==> src/rtl/hilo_pkg.sv <==
// Shared opcodes, FSM states and constants for the HI/LO multiply/divide sequencer.
package hilo_pkg;

    localparam int DIV_CYCLES = 32;
    localparam int CNT_W      = $clog2(DIV_CYCLES);
    localparam logic [CNT_W-1:0] CNT_LAST     = CNT_W'(DIV_CYCLES - 1);
    localparam logic [31:0]      DIVZERO_QUOT = 32'hFFFF_FFFF;

    typedef enum logic [2:0] {
        OP_NONE  = 3'd0,
        OP_MULT  = 3'd1,
        OP_MULTU = 3'd2,
        OP_DIV   = 3'd3,
        OP_DIVU  = 3'd4,
        OP_MTHI  = 3'd5,
        OP_MTLO  = 3'd6
    } hilo_op_e;

    typedef enum logic [1:0] {
        ST_IDLE = 2'd0,
        ST_MUL  = 2'd1,
        ST_DIV  = 2'd2
    } hilo_state_e;

    function automatic logic isHiloOp(input hilo_op_e op);
        return (op != OP_NONE) && (op <= OP_MTLO);
    endfunction

    function automatic logic isMulDivOp(input hilo_op_e op);
        return (op >= OP_MULT) && (op <= OP_DIVU);
    endfunction

endpackage

==> src/rtl/div_iter.sv <==
// Restoring radix-2 divider datapath on operand magnitudes; the iteration count
// is owned by the controller, this block only loads, steps and sign-corrects.
module div_iter
    import hilo_pkg::*;
(
    input  logic        clk,
    input  logic        load_i,
    input  logic        step_i,
    input  logic        signed_i,
    input  logic [31:0] dividend_i,
    input  logic [31:0] divisor_i,
    output logic        divZero_o,
    output logic [31:0] dividend_o,
    output logic [31:0] quot_o,
    output logic [31:0] rem_o
);

    logic [31:0] rem_q, quo_q, dsr_q, dvd_q;
    logic        negQuo_q, negRem_q, zero_q;
    logic [31:0] rem_d, quo_d;
    logic [32:0] remShift, trial;
    logic        aNeg, bNeg;
    logic [31:0] aMag, bMag;

    // quot_o/rem_o reflect the step in progress, so the final iteration's result
    // is available in the same cycle the controller commits it.
    always_comb begin
        aNeg     = signed_i & dividend_i[31];
        bNeg     = signed_i & divisor_i[31];
        aMag     = aNeg ? (~dividend_i + 32'd1) : dividend_i;
        bMag     = bNeg ? (~divisor_i + 32'd1) : divisor_i;
        remShift = {rem_q, quo_q[31]};
        trial    = remShift - {1'b0, dsr_q};
        if (trial[32]) begin
            rem_d = remShift[31:0];
            quo_d = {quo_q[30:0], 1'b0};
        end else begin
            rem_d = trial[31:0];
            quo_d = {quo_q[30:0], 1'b1};
        end
        quot_o = negQuo_q ? (~quo_d + 32'd1) : quo_d;
        rem_o  = negRem_q ? (~rem_d + 32'd1) : rem_d;
    end

    always_ff @(posedge clk) begin
        if (load_i) begin
            rem_q    <= '0;
            quo_q    <= aMag;
            dsr_q    <= bMag;
            dvd_q    <= dividend_i;
            negQuo_q <= aNeg ^ bNeg;
            negRem_q <= aNeg;
            zero_q   <= (divisor_i == 32'd0);
        end else if (step_i) begin
            rem_q <= rem_d;
            quo_q <= quo_d;
        end
    end

    assign divZero_o  = zero_q;
    assign dividend_o = dvd_q;

endmodule

==> src/rtl/hilo_muldiv_ctrl.sv <==
// HI/LO sequencer: one-cycle multiply, 32-iteration divide, MTHI/MTLO and shadow HI/LO.
// Optional HILO_DIVZERO_FAST_EN: divide by zero resolved on the short multiply path.
module hilo_muldiv_ctrl
    import hilo_pkg::*;
(
    input  logic        clk,
    input  logic        rst,
    input  logic        op_valid,
    input  logic [2:0]  op,
    input  logic [31:0] src_a,
    input  logic [31:0] src_b,
    input  logic        flush,
    output logic        stall_o,
    output logic        hilo_we,
    output logic [31:0] hi_o,
    output logic [31:0] lo_o
);

    hilo_state_e      state_q;
    logic [CNT_W-1:0] cnt_q;
    logic [31:0]      hi_q, lo_q;
    logic             hilo_we_q;
    logic             dzFast_q;
    logic [32:0]      mulA_q, mulB_q;

    hilo_op_e    opE;
    logic        accept, isDivOp, isSignedOp, divZeroFast;
    logic [63:0] mulAExt, mulBExt, product;
    logic        divLoad, divStep, divZero;
    logic [31:0] divDividend, divQuot, divRem;

    always_comb begin
        opE        = hilo_op_e'(op);
        accept     = (state_q == ST_IDLE) && op_valid && !flush && isHiloOp(opE);
        isDivOp    = (opE == OP_DIV) || (opE == OP_DIVU);
        isSignedOp = (opE == OP_MULT) || (opE == OP_DIV);
`ifdef HILO_DIVZERO_FAST_EN
        divZeroFast = isDivOp && (src_b == 32'd0);
`else
        divZeroFast = 1'b0;
`endif
        mulAExt = {{31{mulA_q[32]}}, mulA_q};
        mulBExt = {{31{mulB_q[32]}}, mulB_q};
        product = mulAExt * mulBExt;
        divLoad = accept && isDivOp;
        divStep = (state_q == ST_DIV);
        case (state_q)
            ST_IDLE: stall_o = accept && isMulDivOp(opE);
            ST_DIV:  stall_o = (cnt_q != CNT_LAST);
            default: stall_o = 1'b0;
        endcase
    end

    // Operands are captured at accept so a stalled EX stage may change them freely.
    always_ff @(posedge clk) begin
        if (accept) begin
            mulA_q <= {isSignedOp & src_a[31], src_a};
            mulB_q <= {isSignedOp & src_b[31], src_b};
        end
    end

    always_ff @(posedge clk) begin
        if (rst) begin
            state_q   <= ST_IDLE;
            cnt_q     <= '0;
            hi_q      <= '0;
            lo_q      <= '0;
            hilo_we_q <= 1'b0;
            dzFast_q  <= 1'b0;
        end else begin
            hilo_we_q <= 1'b0;
            case (state_q)
                ST_IDLE: begin
                    if (accept) begin
                        case (opE)
                            OP_MTHI: begin
                                hi_q      <= src_a;
                                hilo_we_q <= 1'b1;
                            end
                            OP_MTLO: begin
                                lo_q      <= src_a;
                                hilo_we_q <= 1'b1;
                            end
                            OP_DIV, OP_DIVU: begin
                                state_q  <= divZeroFast ? ST_MUL : ST_DIV;
                                cnt_q    <= '0;
                                dzFast_q <= divZeroFast;
                            end
                            default: begin
                                state_q  <= ST_MUL;
                                dzFast_q <= 1'b0;
                            end
                        endcase
                    end
                end
                ST_MUL: begin
                    state_q <= ST_IDLE;
                    if (!flush) begin
                        {hi_q, lo_q} <= dzFast_q ? {mulA_q[31:0], DIVZERO_QUOT} : product;
                        hilo_we_q    <= 1'b1;
                    end
                end
                ST_DIV: begin
                    if (flush) begin
                        state_q <= ST_IDLE;
                        cnt_q   <= '0;
                    end else if (cnt_q == CNT_LAST) begin
                        state_q   <= ST_IDLE;
                        cnt_q     <= '0;
                        hi_q      <= divZero ? divDividend : divRem;
                        lo_q      <= divZero ? DIVZERO_QUOT : divQuot;
                        hilo_we_q <= 1'b1;
                    end else begin
                        cnt_q <= cnt_q + CNT_W'(1);
                    end
                end
                default: state_q <= ST_IDLE;
            endcase
        end
    end

    div_iter u_div_iter (
        .clk        (clk),
        .load_i     (divLoad),
        .step_i     (divStep),
        .signed_i   (opE == OP_DIV),
        .dividend_i (src_a),
        .divisor_i  (src_b),
        .divZero_o  (divZero),
        .dividend_o (divDividend),
        .quot_o     (divQuot),
        .rem_o      (divRem)
    );

    assign hilo_we = hilo_we_q;
    assign hi_o    = hi_q;
    assign lo_o    = lo_q;

endmodule

==> config.mk <==
export PLATFORM = sky130hd
export DESIGN_NAME = hilo_muldiv_ctrl
export DESIGN_NICKNAME = d
export VERILOG_FILES = /design/src/rtl/hilo_pkg.sv /design/src/rtl/div_iter.sv /design/src/rtl/hilo_muldiv_ctrl.sv
export SDC_FILE = /design/constraint.sdc
export NUM_CORES = 2
export LEC_CHECK = 0
export ABC_CLOCK_PERIOD_IN_PS = 34300
export BUFFER_PORTS_ARGS = -buffer_cell sky130_fd_sc_hd__buf_2
export CORE_ASPECT_RATIO = 0.5
export CORE_UTILIZATION = 35
export DETAILED_ROUTE_END_ITERATION = 8
export GPL_ROUTABILITY_DRIVEN = 0
export SYNTH_ARGS = -nofsm -noshare
export SYNTH_HDL_FRONTEND = slang
export SYNTH_SLANG_ARGS = --single-unit
==> constraint.sdc <==
create_clock -name clk -period 34.3 [get_ports clk]
set_input_delay 5.145 -clock clk [delete_from_list [all_inputs] [get_ports clk]]
set_output_delay 5.145 -clock clk [all_outputs]
set_load 0.05 [all_outputs]
### After elaboration in Yosys (flattened, before gate mapping)

Index checks and enable logic that the tools add are counted.
W data, S select, Z words.

* add/sub/neg operators: 6
* $mul: 1
* $lt $le $gt $ge: 3
* equality and inequality tests: 18
* muxes and demuxes: 39
* bitwise gates (word level): 9
* reduce and logical (&&, ||, !) cells: 22

Operator list (number)
* $mux W32: 19
* $pmux W32 S3: 2
* $add A32 B1 Y32 const B: 4
* $not A32 Y32: 4
* $mul A33 B33 Y64: 1
* $sub A33 B32 Y33: 1
* $logic_not A32 Y1: 1
* $mux W5: 4
* $reduce_and A6 Y1: 2
* $pmux W5 S2: 1
* $eq A3 B3 Y1 const B: 3
* $ne A2 B1 Y1 const B: 4
* $ne A2 B2 Y1 const B: 4
* $pmux W2 S2: 2
* $logic_and A1 B1 Y1: 7
* $le A3 B3 Y1 const B: 2
* $mux W1: 6
* $mux W2: 3
* $reduce_and A3 Y1: 2
* $reduce_bool A3 Y1: 2
* $add A5 B1 Y5 const B: 1
* $eq A5 B5 Y1 const B: 1
* $ne A5 B5 Y1 const B: 1
* $and A1 B1 Y1: 4
* other kinds (14): 17

* flip-flop bits (word level): 269
* output and inout bits: 66
* logic and storage cells: 112

### Depth between registers and ports, before layout

* depth in word-level cells: 9
* depth in mapped cells: 31
* gate-level depth less buffers: 29

### Hierarchy

Synthesis repeated with hierarchy kept, for this count alone.

* cells, all modules: 5863
* area, all modules: 54164.4 µm²

By module, submodules not included
* hilo_muldiv_ctrl: instances 1, cells each 4773, area each 44465.1 µm², sequential area each 3423.3 µm²
* div_iter: instances 1, cells each 1090, area each 9699.3 µm², sequential area each 3613.5 µm²

### Worst setup path before layout

OpenSTA, ideal clock, no wires.

* path kind: input -> output
* start: input op[1]
* end: output stall_o
* arrival time: 12.950 ns
* required time: 29.155 ns
* path slack: 16.205 ns
* cell stages on the path: 5
* path buffers: 1
* path through: clkbuf_1 > nor3_1 > nor4_1 > nand2_1 > o21ai_0

* word-level cells in the longest chain between the ends: 5
* elaborated cells between the ends (all ways): 9
* classes of those cells: order compare (3); mux (1); reduce/logical (5)

Ends and longest elaborated chain
* start: declaration: line hilo_muldiv_ctrl.sv:9 `input logic [2:0] op,`
* $le A3 B3 Y1 / $reduce_bool A3 Y1 (equally long branches): line hilo_pkg.sv:26 `return (op != OP_NONE) && (op <= OP_MTLO);`
* $logic_and A1 B1 Y1 (*): line hilo_pkg.sv:26
* $logic_and A1 B1 Y1 (*): line hilo_muldiv_ctrl.sv:34 `accept = (state_q == ST_IDLE) && op_valid && !flush && isHiloOp(opE);`
* named net accept: line hilo_muldiv_ctrl.sv:27 `logic accept, isDivOp, isSignedOp, divZeroFast;`
* $logic_and A1 B1 Y1 (*): line hilo_muldiv_ctrl.sv:48 `ST_IDLE: stall_o = accept && isMulDivOp(opE);`
* $pmux W1 S2 (*): line hilo_muldiv_ctrl.sv:47 `case (state_q)`
* end: declaration: line hilo_muldiv_ctrl.sv:13 `output logic stall_o,`

Mark *: on every way through the listed nets, which the timed path passes. The rest lies on a longest branch.

### Final worst setup path

* start: input op[2]
* end: output stall_o

Same word-level chain as after synthesis.

==> flow_summary.toml <==
[synth]
synth_top_area_share_pct = 41.6
synth_top_family_by_area = "adder cells"
synth.area.top_cells = "fa_1 42%, edfxtp_1 9.1%, inv_1 8.2%"
yosysMostFrequentCell = "inv_1"
ys_top_cells_by_count = "1181 x inv_1, 1126 x fa_1, 693 x nand2_1, 548 x and2_1, 309 x clkbuf_1"
async_flop_share_pct = 0
ys_ff_latch = 269
synth_ff_type = "edfxtp_1"
synth_seq_area_share_pct = 13.0
syn_nets = 7356
synthAdderAreaFrac_pct = 47.4
yosysTopAreaCell = "fa_1"
ys.warnings.count = 0
yosysUniqueCellTypes = 91
syn_avg_cell_area_um2 = 9.18
postSynthCellCount = 5905
synth_edf_count = 165
synth_mux_area_share_pct = 0.662
synth_compound_area_share_pct = 8.78
yosys.area_share.simple_pct = 16.4
synth_area_um2 = 54200
synth_xor_area_share_pct = 3.31

[grt]
grt_first_pass_wirelength_mm = 254
grt-ovfl-total = 0
grt_pass1_vias = 42400
antenna_found_initial = 19
grt_max_degree = 86
track_usage_pct = 21.1

[worst_setup_path]
cp_slowest_stage_delay_ns = 0.44
cp_common_cell = "buf_2"
crit_arrival_ns = 6.40
startpoint_type = "primary input"
worstPathRequired_ns = 29.15
crit_path_top_delay_cell = "nor4_2"
worst-setup-path-type = "in2out"
cpLargestDelayFamily = "simple AND/OR/NAND/NOR gates"
cp_max_fo = 9
cp-end-kind = "primary output"
path_cells = "buf_2 -> and3_1 -> nor4_2 -> nand2_1 -> o21ai_0 -> buf_2"
crit_buf_inv = 2

[floorplan]
die-area_um2 = 157000
coreArea_um2 = 153000
start_util_pct = 35.5
die_x_um = 559
die_h_um = 280
fp-row-count = 101
ios = 137

[cts]
clk_latency_ns = 0.62
htree_levels = 1
clockRootBuffer = "clkbuf_16"
post_cts_resized = 0
cts_hold_buf = 0
clk_pin_slew_ns = 0.06
cts_inserted_buffers = 31
cts.path.max_buffers = 3
cts.sinks = 269
tritoncts = "built"
post_cts_buffers = 0

[timing]
post-route-min-period_ns = 11.55
rsz0062_at_grt = "false"
fmax_mhz = 86.6
fin_skew_ns = 0.0284
finalHoldViolCount = 0
final-max-slew-violation-count = 0
worstMarginPinSlew_ns = 1.20
post-route-period-util_pct = 33.7
finalSetupTns_ns = 0
setup_viol = 0
relSlewSlack_pct = 19.6

[drt]
totalWireLength_mm = 160
viasPerCell = 5.12
drt-pass1-iter-count = 6
remaining_drc_errors = 0
final_antenna_net_count = 0
drt_iter0_drc = 3227
vias = 40600
wire_per_inst_um = 20.2

[outcome]
status = "completed"

[placed_design]
dp_hpwl_mm = 125
port-buffer-count = 136

[cells_and_area]
drive_gt1_share_pct = 5.38
fin_nets = 7286
area_growth_pct = 6.86

[hold_path]
hold_path_class = "reg2reg"

[flow_run]
drv_cap = 0
-- final cells by class --
cell class | count | area [µm²]
fillers | 15500 | 94800
well taps | 2060 | 2580
diodes | 7 | 17.5
clock buffers | 48 | 943
clock inverters | 10 | 63.8
flip-flops and latches | 269 | 7040
multi-input cells | 4129 | 41500
repair buffers | 221 | 1320
inverters | 1183 | 4440
-- routing by layer --
| metal | track usage, % | vias to the layer above | routed length, µm |
|---|---|---|---|
| met5 | 0 | - | 54 |
| met4 | 6.22 | 10 | 5710 |
| met3 | 1.77 | 229 | 10000 |
| met2 | 35.1 | 1381 | 74600 |
| met1 | 29.3 | 20900 | 69400 |
| li1 | - | 18000 | - |
-- sequential cells by signal, indices dropped and copies added, names as in the netlist --
register / cells
mulA_q: 33
mulB_q: 33
hi_o: 32
lo_o: 32
u_div_iter.dividend_o: 32
u_div_iter.dsr_q: 32
u_div_iter.quo_q: 32
u_div_iter.rem_q: 32
cnt_q: 5
state_q: 2
hilo_we: 1
u_div_iter.divZero_o: 1
u_div_iter.negQuo_q: 1
u_div_iter.negRem_q: 1
-- cells by family after synthesis --
logic type	count (synthesis)
AND/OR/NAND/NOR	1780
buffers and inverters	1507
adder cells (fa/ha/maj)	1380
AO/OA/AOI/OAI	729
flip-flops	269
XOR/XNOR	205
multiplexers	35
-- layout by cell type, fill, tap and decap left out, types with 22 or more instances in the layout --
master,instances
or3_1,33
buf_2,136
a21oi_1,209
o31ai_1,23
o41ai_1,24
nor2_1,227
nor4_1,27
buf_4,85
nor2b_1,43
clkbuf_16,34
a31oi_1,29
inv_1,1181
ha_1,251
xor2_1,72
a21o_1,36
mux2i_1,28
nand2b_1,32
nand2_1,693
xnor2_1,133
o21ai_0,158
nand3_1,34
o211ai_1,22
dfxtp_1,104
fa_1,1126
a211oi_1,50
nor3_1,44
a221oi_1,29
and2_1,548
edfxtp_1,165
-- through the flow --
stage                     setup WS (ns)  cells  util (%)  instance area [µm²]  hold WS, ns
after floorplan                   16.20   5905         -                54200        0.449
after global placement            22.73   7862      37.3                56900        0.440
after detailed placement          22.78   7862      37.3                56900        0.452
after CTS                         22.77   7920      37.9                57900        0.460
after global routing              22.64   7925      37.9                57900        0.480
final                             22.75   7927      37.9                57900        0.460
-- tightest hold or removal path, delay by kind of cell (launching register included) --
family	cells	cell delay [ns]
simple gates	1	0.05
compound gates	1	0.05
flops	1	0.31
-- final timing paths --
check	startpoint	to	slack (ns)	cells after the start
max	op[2]	stall_o	22.75	6
min	lo_o[23]	lo_o[23]	0.46	2
max reg2reg	mulA_q[14]	hi_o[30]	24.79	28
min reg2reg	lo_o[23]	lo_o[23]	0.46	2
Power is left out: the tool's default activity adds up to more than one toggle a clock period on the data nets, which glitch-free logic cannot reach.
